--- src/rtl/mem_port_arbiter_pkg.sv ---
// Shared constants for the multi-cycle core: CPU control states plus the
// state and owner encodings used by the unified-memory port arbiter.
package mem_port_arbiter_pkg;

    // Control states of the multi-cycle core that stalls on memory acks.
    typedef enum logic [2:0] {
        CPU_FETCH     = 3'd0,
        CPU_DECODE    = 3'd1,
        CPU_EXECUTE   = 3'd2,
        CPU_MEMORY    = 3'd3,
        CPU_WRITEBACK = 3'd4
    } cpu_state_t;

    // Arbiter FSM states.
    typedef enum logic [1:0] {
        ARB_IDLE   = 2'd0,
        ARB_ACCESS = 2'd1,
        ARB_RESP   = 2'd2
    } arb_state_t;

    // Which requester currently owns the memory port.
    typedef enum logic [1:0] {
        OWN_IF  = 2'd0,
        OWN_LS  = 2'd1,
        OWN_DBG = 2'd2
    } owner_t;

    // Wait counter is sized for the largest legal WAIT_CYC (15).
    localparam int WAIT_CYC_MAX = 15;
    localparam int CNT_W        = 4;

endpackage

--- src/rtl/arb_prio_pick.sv ---
// Combinational priority picker: DBG always wins; IF and LS alternate on
// contention using last_ls (LS wins unless it won the previous IF/LS grant).
module arb_prio_pick
    import mem_port_arbiter_pkg::*;
(
    input  logic   if_req,
    input  logic   ls_req,
    input  logic   dbg_req,
    input  logic   last_ls,
    output logic   grant_valid,
    output owner_t grant_owner
);

    // Select the winning requester from the current request levels.
    always_comb begin
        // NOTE: both outputs get a default before any branch so no path leaves
        // them unassigned, which would otherwise infer latches.
        grant_valid = 1'b0;
        grant_owner = OWN_IF;
        if (dbg_req) begin
            grant_valid = 1'b1;
            grant_owner = OWN_DBG;
        end else if (if_req && ls_req) begin
            grant_valid = 1'b1;
            grant_owner = last_ls ? OWN_IF : OWN_LS;
        end else if (ls_req) begin
            grant_valid = 1'b1;
            grant_owner = OWN_LS;
        end else if (if_req) begin
            grant_valid = 1'b1;
            grant_owner = OWN_IF;
        end
    end

endmodule

--- src/rtl/mem_port_arbiter.sv ---
// Shares the single-port unified memory between instruction fetch, load/store
// and the debug loader. Each access holds mem_en for WAIT_CYC cycles, then the
// winner gets a one-cycle ack; the port always returns to IDLE before the next
// grant.
module mem_port_arbiter
    import mem_port_arbiter_pkg::*;
#(
    parameter int ADDR_W   = 32,
    parameter int DATA_W   = 32,
    parameter int WAIT_CYC = 2
) (
    input  logic                clk,
    input  logic                rst,
    input  logic                if_req,
    input  logic [ADDR_W-1:0]   if_addr,
    output logic                if_ack,
    input  logic                ls_req,
    input  logic                ls_we,
    input  logic [ADDR_W-1:0]   ls_addr,
    input  logic [DATA_W-1:0]   ls_wdata,
    input  logic [DATA_W/8-1:0] ls_be,
    output logic                ls_ack,
    input  logic                dbg_req,
    input  logic                dbg_we,
    input  logic [ADDR_W-1:0]   dbg_addr,
    input  logic [DATA_W-1:0]   dbg_wdata,
    output logic                dbg_ack,
    output logic [DATA_W-1:0]   rd_data,
    output logic                busy,
    output logic                mem_en,
    output logic                mem_we,
    output logic [ADDR_W-1:0]   mem_addr,
    output logic [DATA_W-1:0]   mem_wdata,
    output logic [DATA_W/8-1:0] mem_be,
    input  logic [DATA_W-1:0]   mem_rdata
);

    localparam logic [CNT_W-1:0] CNT_LOAD = CNT_W'(WAIT_CYC - 1);

    arb_state_t       state;
    owner_t           owner;
    logic             last_ls;
    logic [CNT_W-1:0] wait_cnt;

    logic             grant_valid;
    owner_t           grant_owner;

    arb_prio_pick u_pick (
        .if_req      (if_req),
        .ls_req      (ls_req),
        .dbg_req     (dbg_req),
        .last_ls     (last_ls),
        .grant_valid (grant_valid),
        .grant_owner (grant_owner)
    );

    // Arbitration FSM: grant in IDLE, hold the latched access for WAIT_CYC
    // cycles in ACCESS, pulse the owner's ack in RESP.
    always_ff @(posedge clk or posedge rst) begin
        if (rst) begin
            state     <= ARB_IDLE;
            owner     <= OWN_IF;
            last_ls   <= 1'b0;
            wait_cnt  <= '0;
            if_ack    <= 1'b0;
            ls_ack    <= 1'b0;
            dbg_ack   <= 1'b0;
            rd_data   <= '0;
            busy      <= 1'b0;
            mem_en    <= 1'b0;
            mem_we    <= 1'b0;
            mem_addr  <= '0;
            mem_wdata <= '0;
            mem_be    <= '0;
        end else begin
            // NOTE: every register here uses <= so all of them update from the
            // same pre-edge values; the ack defaults below are then overridden
            // only in the cycle that enters RESP.
            if_ack  <= 1'b0;
            ls_ack  <= 1'b0;
            dbg_ack <= 1'b0;
            case (state)
                ARB_IDLE: begin
                    if (grant_valid) begin
                        state    <= ARB_ACCESS;
                        owner    <= grant_owner;
                        wait_cnt <= CNT_LOAD;
                        busy     <= 1'b1;
                        mem_en   <= 1'b1;
                        case (grant_owner)
                            OWN_LS: begin
                                mem_we    <= ls_we;
                                mem_addr  <= ls_addr;
                                mem_wdata <= ls_wdata;
                                mem_be    <= ls_be;
                                last_ls   <= 1'b1;
                            end
                            OWN_DBG: begin
                                // Debug grants leave the IF/LS fairness bit alone.
                                mem_we    <= dbg_we;
                                mem_addr  <= dbg_addr;
                                mem_wdata <= dbg_wdata;
                                mem_be    <= '1;
                            end
                            default: begin
                                mem_we    <= 1'b0;
                                mem_addr  <= if_addr;
                                mem_wdata <= '0;
                                mem_be    <= '1;
                                last_ls   <= 1'b0;
                            end
                        endcase
                    end
                end
                ARB_ACCESS: begin
                    if (wait_cnt == '0) begin
                        // Read data is valid on the last wait cycle only.
                        if (!mem_we) begin
                            rd_data <= mem_rdata;
                        end
                        case (owner)
                            OWN_LS:  ls_ack  <= 1'b1;
                            OWN_DBG: dbg_ack <= 1'b1;
                            default: if_ack  <= 1'b1;
                        endcase
                        state     <= ARB_RESP;
                        mem_en    <= 1'b0;
                        mem_we    <= 1'b0;
                        mem_addr  <= '0;
                        mem_wdata <= '0;
                        mem_be    <= '0;
                    end else begin
                        wait_cnt <= wait_cnt - CNT_W'(1);
                    end
                end
                ARB_RESP: begin
                    state <= ARB_IDLE;
                    busy  <= 1'b0;
                end
                default: begin
                    state <= ARB_IDLE;
                    busy  <= 1'b0;
                end
            endcase
        end
    end

endmodule

--- config.mk ---
export PLATFORM = sky130hd
export DESIGN_NAME = mem_port_arbiter
export DESIGN_NICKNAME = d
export VERILOG_FILES = /design/src/rtl/mem_port_arbiter_pkg.sv /design/src/rtl/arb_prio_pick.sv /design/src/rtl/mem_port_arbiter.sv
export SDC_FILE = /design/constraint.sdc
export NUM_CORES = 1
export LEC_CHECK = 0
export CORE_MARGIN = 8
export CORE_UTILIZATION = 36
export CTS_BUF_LIST = sky130_fd_sc_hd__clkbuf_4 sky130_fd_sc_hd__clkbuf_8
export CTS_CLUSTER_SIZE = 8
export DETAILED_ROUTE_END_ITERATION = 10
export PLACE_DENSITY = 0.79
export SLEW_MARGIN = 20
export SYNTH_ARGS = -nofsm -noshare
export SYNTH_HDL_FRONTEND = slang
export SYNTH_HIERARCHICAL = 1
export SYNTH_SLANG_ARGS = --single-unit
--- constraint.sdc ---
create_clock -name clk -period 4.46 [get_ports clk]
set_clock_uncertainty 0.15 [all_clocks]
set_input_delay 1.338 -clock clk [delete_from_list [all_inputs] [get_ports clk]]
set_output_delay 1.338 -clock clk [all_outputs]
set_load 0.05 [all_outputs]
==> impl_metrics.ini, run 1 <==
[global_route]
overflow = 0
met1_usage_pct = 21.1
grt_pass1_wl_mm = 30.4
top_usage_layer = met2
grt_max_degree = 116
grt_use_total_pct = 19.7
antenna_found_initial = 0
first_global_vias = 5575
grt_use_met3_pct = 8.45
met2_usage_pct = 33.5

[routing]
vias = 5001
wire_per_inst_um = 20.5
antenna_left = 0
wl_mm = 19.2
drc = 0
drtIter0Drc = 234
dr.pass1.iters = 5
drt-vias-per-instance = 5.32

[placed_design]
place.gp.congestion = 0.816
place_inst = 908
hpwl_mm = 14.4
portBuffers = 308

[floorplan]
core_um2 = 15000
die_y_um = 139
row_count = 45
dieArea_um2 = 19500
io_pins = 309
fp.dieW_um = 139
start_util_pct = 36.5

[worst_setup_path]
crit_slowest_cell = clkdlybuf4s50_1
critPathCaptureType = register
start_kind = primary input
cp.required_ps = 4610
rr_worst_depth = 5
critPathBufInv = 4
crit_family = buffers and inverters
crit_type = in2reg
arrival_ps = 3550
slowest_delay_ps = 480
r2r-end = rd_data[7]$_DFFE_PP0P_
crit_fanout = 33
cpMostUsedCell = buf_4
crit_chain = clkdlybuf4s50_1 > a211oi_1 > inv_1 > ha_1 > buf_4 > or2_1 > buf_4 > o2bb2ai_1
rr_startpoint = wait_cnt[0]$_DFFE_PP0P_
rrSetupSlack_ps = 2070

[sta]
finalSetupTns_ps = 0
worst_pin_slew_ps = 693
final-setup-viol-count = 0
min_period_ps = 3400
timing.fmax_mhz = 294
rsz0062_at_grt = false
slew_headroom_pct = 53.8
drv_slew = 0
finalCritPeriodShare_pct = 76.1
hold_violations = 0

[cells_and_area]
finalNonFillerCells = 940
n_antenna_cell = 0
final_common_cell = clkdlybuf4s50_1
areaGrowthSynthToFinish_pct = 66.8
regArea_um2 = 2880
final_cell_mix = 308 x clkdlybuf4s50_1, 115 x dfrtp_1, 38 x nor2b_1
multi_input_area_um2 = 2320
nets = 949
layout-drive-gt1-share_pct = 11.2
nFillCells = 1182

[hold_path]
hp-start = mem_wdata[11]$_DFFE_PP0P_
whs_endpoint = mem_wdata[11]$_DFFE_PP0P_
min_path_cells = 1
min_path_type = reg2reg

[logic_synthesis]
synth_seq_cells = 115
synth.distinct_cells = 37
synth_warnings = 6
seq_area_frac_synth_pct = 52.4
postSynthAreaPerCell_um2 = 12.2
synth_nets = 659
netlist_area_um2 = 5490
synth_area_leader_cell = dfrtp_1
ys_top_cells_by_area = dfrtp_1 52%, mux2_4 8.2%, o2bb2ai_1 5.7%
synth_top_area_share_pct = 52.4
synthCells = 449

[status]
status = finished clean

[clock_tree]
clock-sinks = 115
clock_latency_ps = 430
clkSlewWorstSetupHoldPaths_ps = 70
htree_levels = 4
clockRootBuffer = clkbuf_8
cts_tree = built
cts_resized = 0
cts_setup_buffers = 0
hold_buffers = 0
clk_path_buf_depth = 2
cts_made_buffers = 17

[job]
maxCapViolCount = 0

[power_and_ir_drop]
p_per_area_nw_per_um2 = 748
ir_drop_mv = 0.403
p_leak_uw = 0.00377
==> through the flow <==
| stage | total power, uW | setup slack, ps | utilization (%) | cell area (um^2) | hold WS, ps |
|---|---|---|---|---|---|
| 5_1_grt | 7160 | 893 | 60.9 | 9150 | 354 |
| 3_5_place_dp | 5690 | 641 | 57.6 | 8650 | 326 |
| 3_3_place_gp | 5600 | 726 | 57.6 | 8650 | 321 |
| 4_1_cts | 6910 | 1120 | 60.9 | 9150 | 346 |
| 6_report | 6840 | 1060 | 60.9 | 9150 | 343 |
| 2_1_floorplan | 4370 | 1380 | - | 5490 | 325 |
==> kinds of logic (layout without fill, tap and decap cells) <==
logic type / Yosys count / after routing / synth area share [%]
muxes: 34 / 34 / 9.03
adders and majority gates: 7 / 7 / 1.60
DFF: 115 / 115 / 52.4
AOI/OAI and AO/OA: 146 / 146 / 22.3
buffers and inverters: 57 / 360 / 5.38
and+or+nand+nor: 90 / 90 / 9.23
==> final cells by class <==
| type | count | area share, % |
|---|---|---|
| timing repair buffer | 317 | 34.7 |
| multi-input combinational | 277 | 25.3 |
| sequential | 115 | 31.4 |
| inverter | 11 | 0.492 |
| clock buffer | 24 | 3.61 |
| tap | 188 | 2.57 |
| clock inverter | 8 | 1.83 |
==> where the power goes <==
part / total (uW) / internal [uW] / switching [uW]
Combinational: 3870 / 1490 / 2380
Clock: 1180 / 769 / 414
Sequential: 1790 / 1500 / 290
Total: 6840 / 3760 / 3080
==> flip-flops by register name, indices dropped and copies added, names as in the netlist <==
name       count
owner          2
if_ack         1
state          2
mem_addr      32
mem_be         4
mem_en         1
last_ls        1
wait_cnt       4
rd_data       32
busy           1
mem_we         1
dbg_ack        1
mem_wdata     32
ls_ack         1
==> Yosys cell counts <==
cell       number
nor2_1          2
o2bb2ai_1      36
and2_1          1
or2_1           1
buf_4           3
buf_1           1
o21bai_1        1
mux2_4         30
o21a_1          1
a211oi_1        1
and4bb_2        1
o22ai_1         1
o311ai_0        1
nand3b_4        1
nor4b_4         1
nor3_1          2
o2bb2ai_2       1
clkbuf_1       26
nor2b_1        38
o21ai_0         5
o211ai_1        1
nand3_1         1
nand2b_1        1
buf_2           8
nand2_1        36
or3_1           1
buf_6           8
a22oi_1        33
o32ai_1        32
or3b_4          1
mux2_2          4
ha_1            7
inv_1          11
a221oi_1       32
and3_1          3
o21ai_4         1
dfrtp_1       115
==> metal layers <==
metal	part of all wire (%)	vias to the layer above
met5	0	-
met4	3.2	0
met3	8.9	43
met2	50	240
met1	38	2424
li1	-	2294
==> worst max path at each step <==
| stage | from | end | slack, ps | cells after the start |
|---|---|---|---|---|
| 2_1_floorplan | if_req | mem_addr[0]$_DFFE_PP0P_ | 1380 | 7 |
| 3_3_place_gp | dbg_req | mem_wdata[14]$_DFFE_PP0P_ | 730 | 8 |
| 3_5_place_dp | dbg_req | mem_wdata[6]$_DFFE_PP0P_ | 640 | 8 |
| 4_1_cts | dbg_req | mem_wdata[26]$_DFFE_PP0P_ | 1120 | 8 |
| 5_1_grt | dbg_req | mem_wdata[6]$_DFFE_PP0P_ | 890 | 8 |
| 6_report | dbg_req | mem_wdata[31]$_DFFE_PP0P_ | 1060 | 8 |
Note: power is estimated with default switching activity, not from simulation.
==> run 2: changes to the inputs <==
clock period = 2.9 ns   (was 4.46 ns; I/O delays follow)
==> run 2 against run 1 <==
Clock power grew 53%; global-route usage grew 0.41 points; final cell count grew 1.5%; critical path depth shrank 7; worst setup slack lost 860 ps; combinational power grew 56%; count of clock-buffer cells in the layout shrank 3; die area is the same; sequential cell count is the same; non-clock buffer count grew 15; routed wire length grew 1.4%.
==> impl_metrics.ini, run 2 (same netlist as run 1, synthesis figures left out) <==
[global_route]
antenna_found_initial = 0
grt_pass1_wl_mm = 31.0
first_global_vias = 5735
overflow = 0
grt_use_total_pct = 20.1
grt_max_degree = 46

[sta]
layout_setup_ws_ps = 208
drv_slew = 0
hold_violations = 0
min_period_ps = 2690
worst_pin_slew_ps = 627
slew_headroom_pct = 58.2
final-setup-viol-count = 0
timing.fmax_mhz = 371
rsz0062_at_grt = false
finalSetupTns_ps = 0
finalCritPeriodShare_pct = 92.8

[clock_tree]
cts_setup_buffers = 0
clock_latency_ps = 430
clock-sinks = 115
clkSlewWorstSetupHoldPaths_ps = 70
cts_resized = 0
hold_buffers = 0
cts_made_buffers = 17
cts_tree = built
clk_path_buf_depth = 2
htree_levels = 4
clockRootBuffer = clkbuf_8

[cells_and_area]
multi_input_area_um2 = 2320
postLayoutCellArea_um2 = 9310
areaGrowthSynthToFinish_pct = 69.6
final_common_cell = clkdlybuf4s50_1
layout-drive-gt1-share_pct = 12.8
nets = 964
reg_top3 = mem_addr (32), mem_wdata (32), rd_data (32)
regArea_um2 = 2880
final_util_pct = 61.9
n_antenna_cell = 0
final_cell_mix = 308 x clkdlybuf4s50_1, 115 x dfrtp_1, 38 x nor2b_1
nFillCells = 1159

[worst_setup_path]
crit_fanout = 2
crit_type = reg2out
crit_slowest_cell = clkdlybuf4s50_1
critPathBufInv = 1
rr_startpoint = wait_cnt[0]$_DFFE_PP0P_
cp-startpoint = mem_addr[28]$_DFFE_PP0P_
crit_chain = clkdlybuf4s50_1
worstSetupEndpoint = mem_addr[28]
cp.required_ps = 1880
rrSetupSlack_ps = 510
arrival_ps = 1670
crit_family = buffers and inverters
rr_worst_depth = 5
crit_cells = 1
slowest_delay_ps = 840
start_kind = register
critPathCaptureType = output port
r2r-end = rd_data[7]$_DFFE_PP0P_

[placed_design]
portBuffers = 308
hpwl_mm = 15.1
place.gp.congestion = 0.813
dpl_cell_area_um2 = 8830
dpl_worst_slack_ps = -223

[hold_path]
hp-start = busy$_DFFE_PP0P_
min_path_type = reg2reg

[status]
status = finished clean

[routing]
drc = 0
wl_mm = 19.5
dr.pass1.iters = 5
antenna_left = 0
drtIter0Drc = 300
drt-vias-per-instance = 5.24
wire_per_inst_um = 20.4
vias = 5000

[power_and_ir_drop]
power_frac_comb_pct = 57.0
swShare_pct = 44.8
power.switching_uw = 4750
ir_drop_mv = 0.482
p_leak_uw = 0.00386
p_int_uw = 5850
power_frac_seq_pct = 26.0
p_per_area_nw_per_um2 = 1140
p_clk_share_pct = 17.1

[floorplan]
die_y_um = 139
io_pins = 309
core_um2 = 15000
start_util_pct = 36.5
row_count = 45
fp.dieW_um = 139
dieArea_um2 = 19500

[job]
maxCapViolCount = 0
[run 2: changes by cell type in the layout (fill, tap and decap cells not counted), sizes merged]
cell and delta:
buf +15, clkbuf -3, clkinv +2, bufinv +1, clkinvlp -1
[run 2: worst min path at each step]
stage | end | cells after the start | slack, ps
floorplan | owner[1]$_DFFE_PP0P_ | 2 | 330
global placement | mem_wdata[8]$_DFFE_PP0P_ | 1 | 320
detailed placement | mem_wdata[13]$_DFFE_PP0P_ | 1 | 320
CTS | mem_wdata[20]$_DFFE_PP0P_ | 1 | 340
global route | mem_wdata[4]$_DFFE_PP0P_ | 1 | 360
finish | busy$_DFFE_PP0P_ | 1 | 340
[run 2: cell type report]
cell class	instances	share of cell area (%)
clock inverter	10	2.19
clock buffer	21	2.97
sequential	115	30.9
tap	188	2.53
multi-input combinational	277	24.9
timing repair buffer	332	36.0
inverter	11	0.484
[run 2: metal layers]
layer / vias to the layer above / GRT usage [%] / routed length (um)
met1: 2374 / 21.6 / 7320
met2: 255 / 34.8 / 9880
met4: 0 / 9.01 / 631
li1: 2323 / - / -
met5: - / 0 / 0
met3: 48 / 7.49 / 1660
[run 2: power groups by stage]
stage          Combinational [uW]  Sequential, uW  Clock, uW
3_3_place_gp                 5980            2730          0
2_1_floorplan                1810            4910          0
4_1_cts                      6080            2760       1860
6_report                     6040            2750       1810
5_1_grt                      6340            2840       1940
3_5_place_dp                 6070            2770          0
[run 2: worst reg2reg max path: cells and delay by family (launching register included)]
kind / cells / cell delay (ps)
adder cells (fa/ha/maj): 1 / 230
multiplexers: 1 / 500
flip-flops: 1 / 400
AND/OR/NAND/NOR: 2 / 900
buffers and inverters: 1 / 90
[run 2: per-stage QoR]
step | cells | hold slack, ps | power (uW)
after floorplan | 449 | 325 | 6720
after global placement | 923 | 321 | 8710
after detailed placement | 923 | 323 | 8830
after CTS | 954 | 344 | 10700
after global routing | 954 | 360 | 11100
final | 954 | 338 | 10600
==> run 3: changes to the inputs <==
GPL_ROUTABILITY_DRIVEN = 0   (was default)
==> results of run 3 <==
Final layout, timing and power as in run 2 (identical DEF).
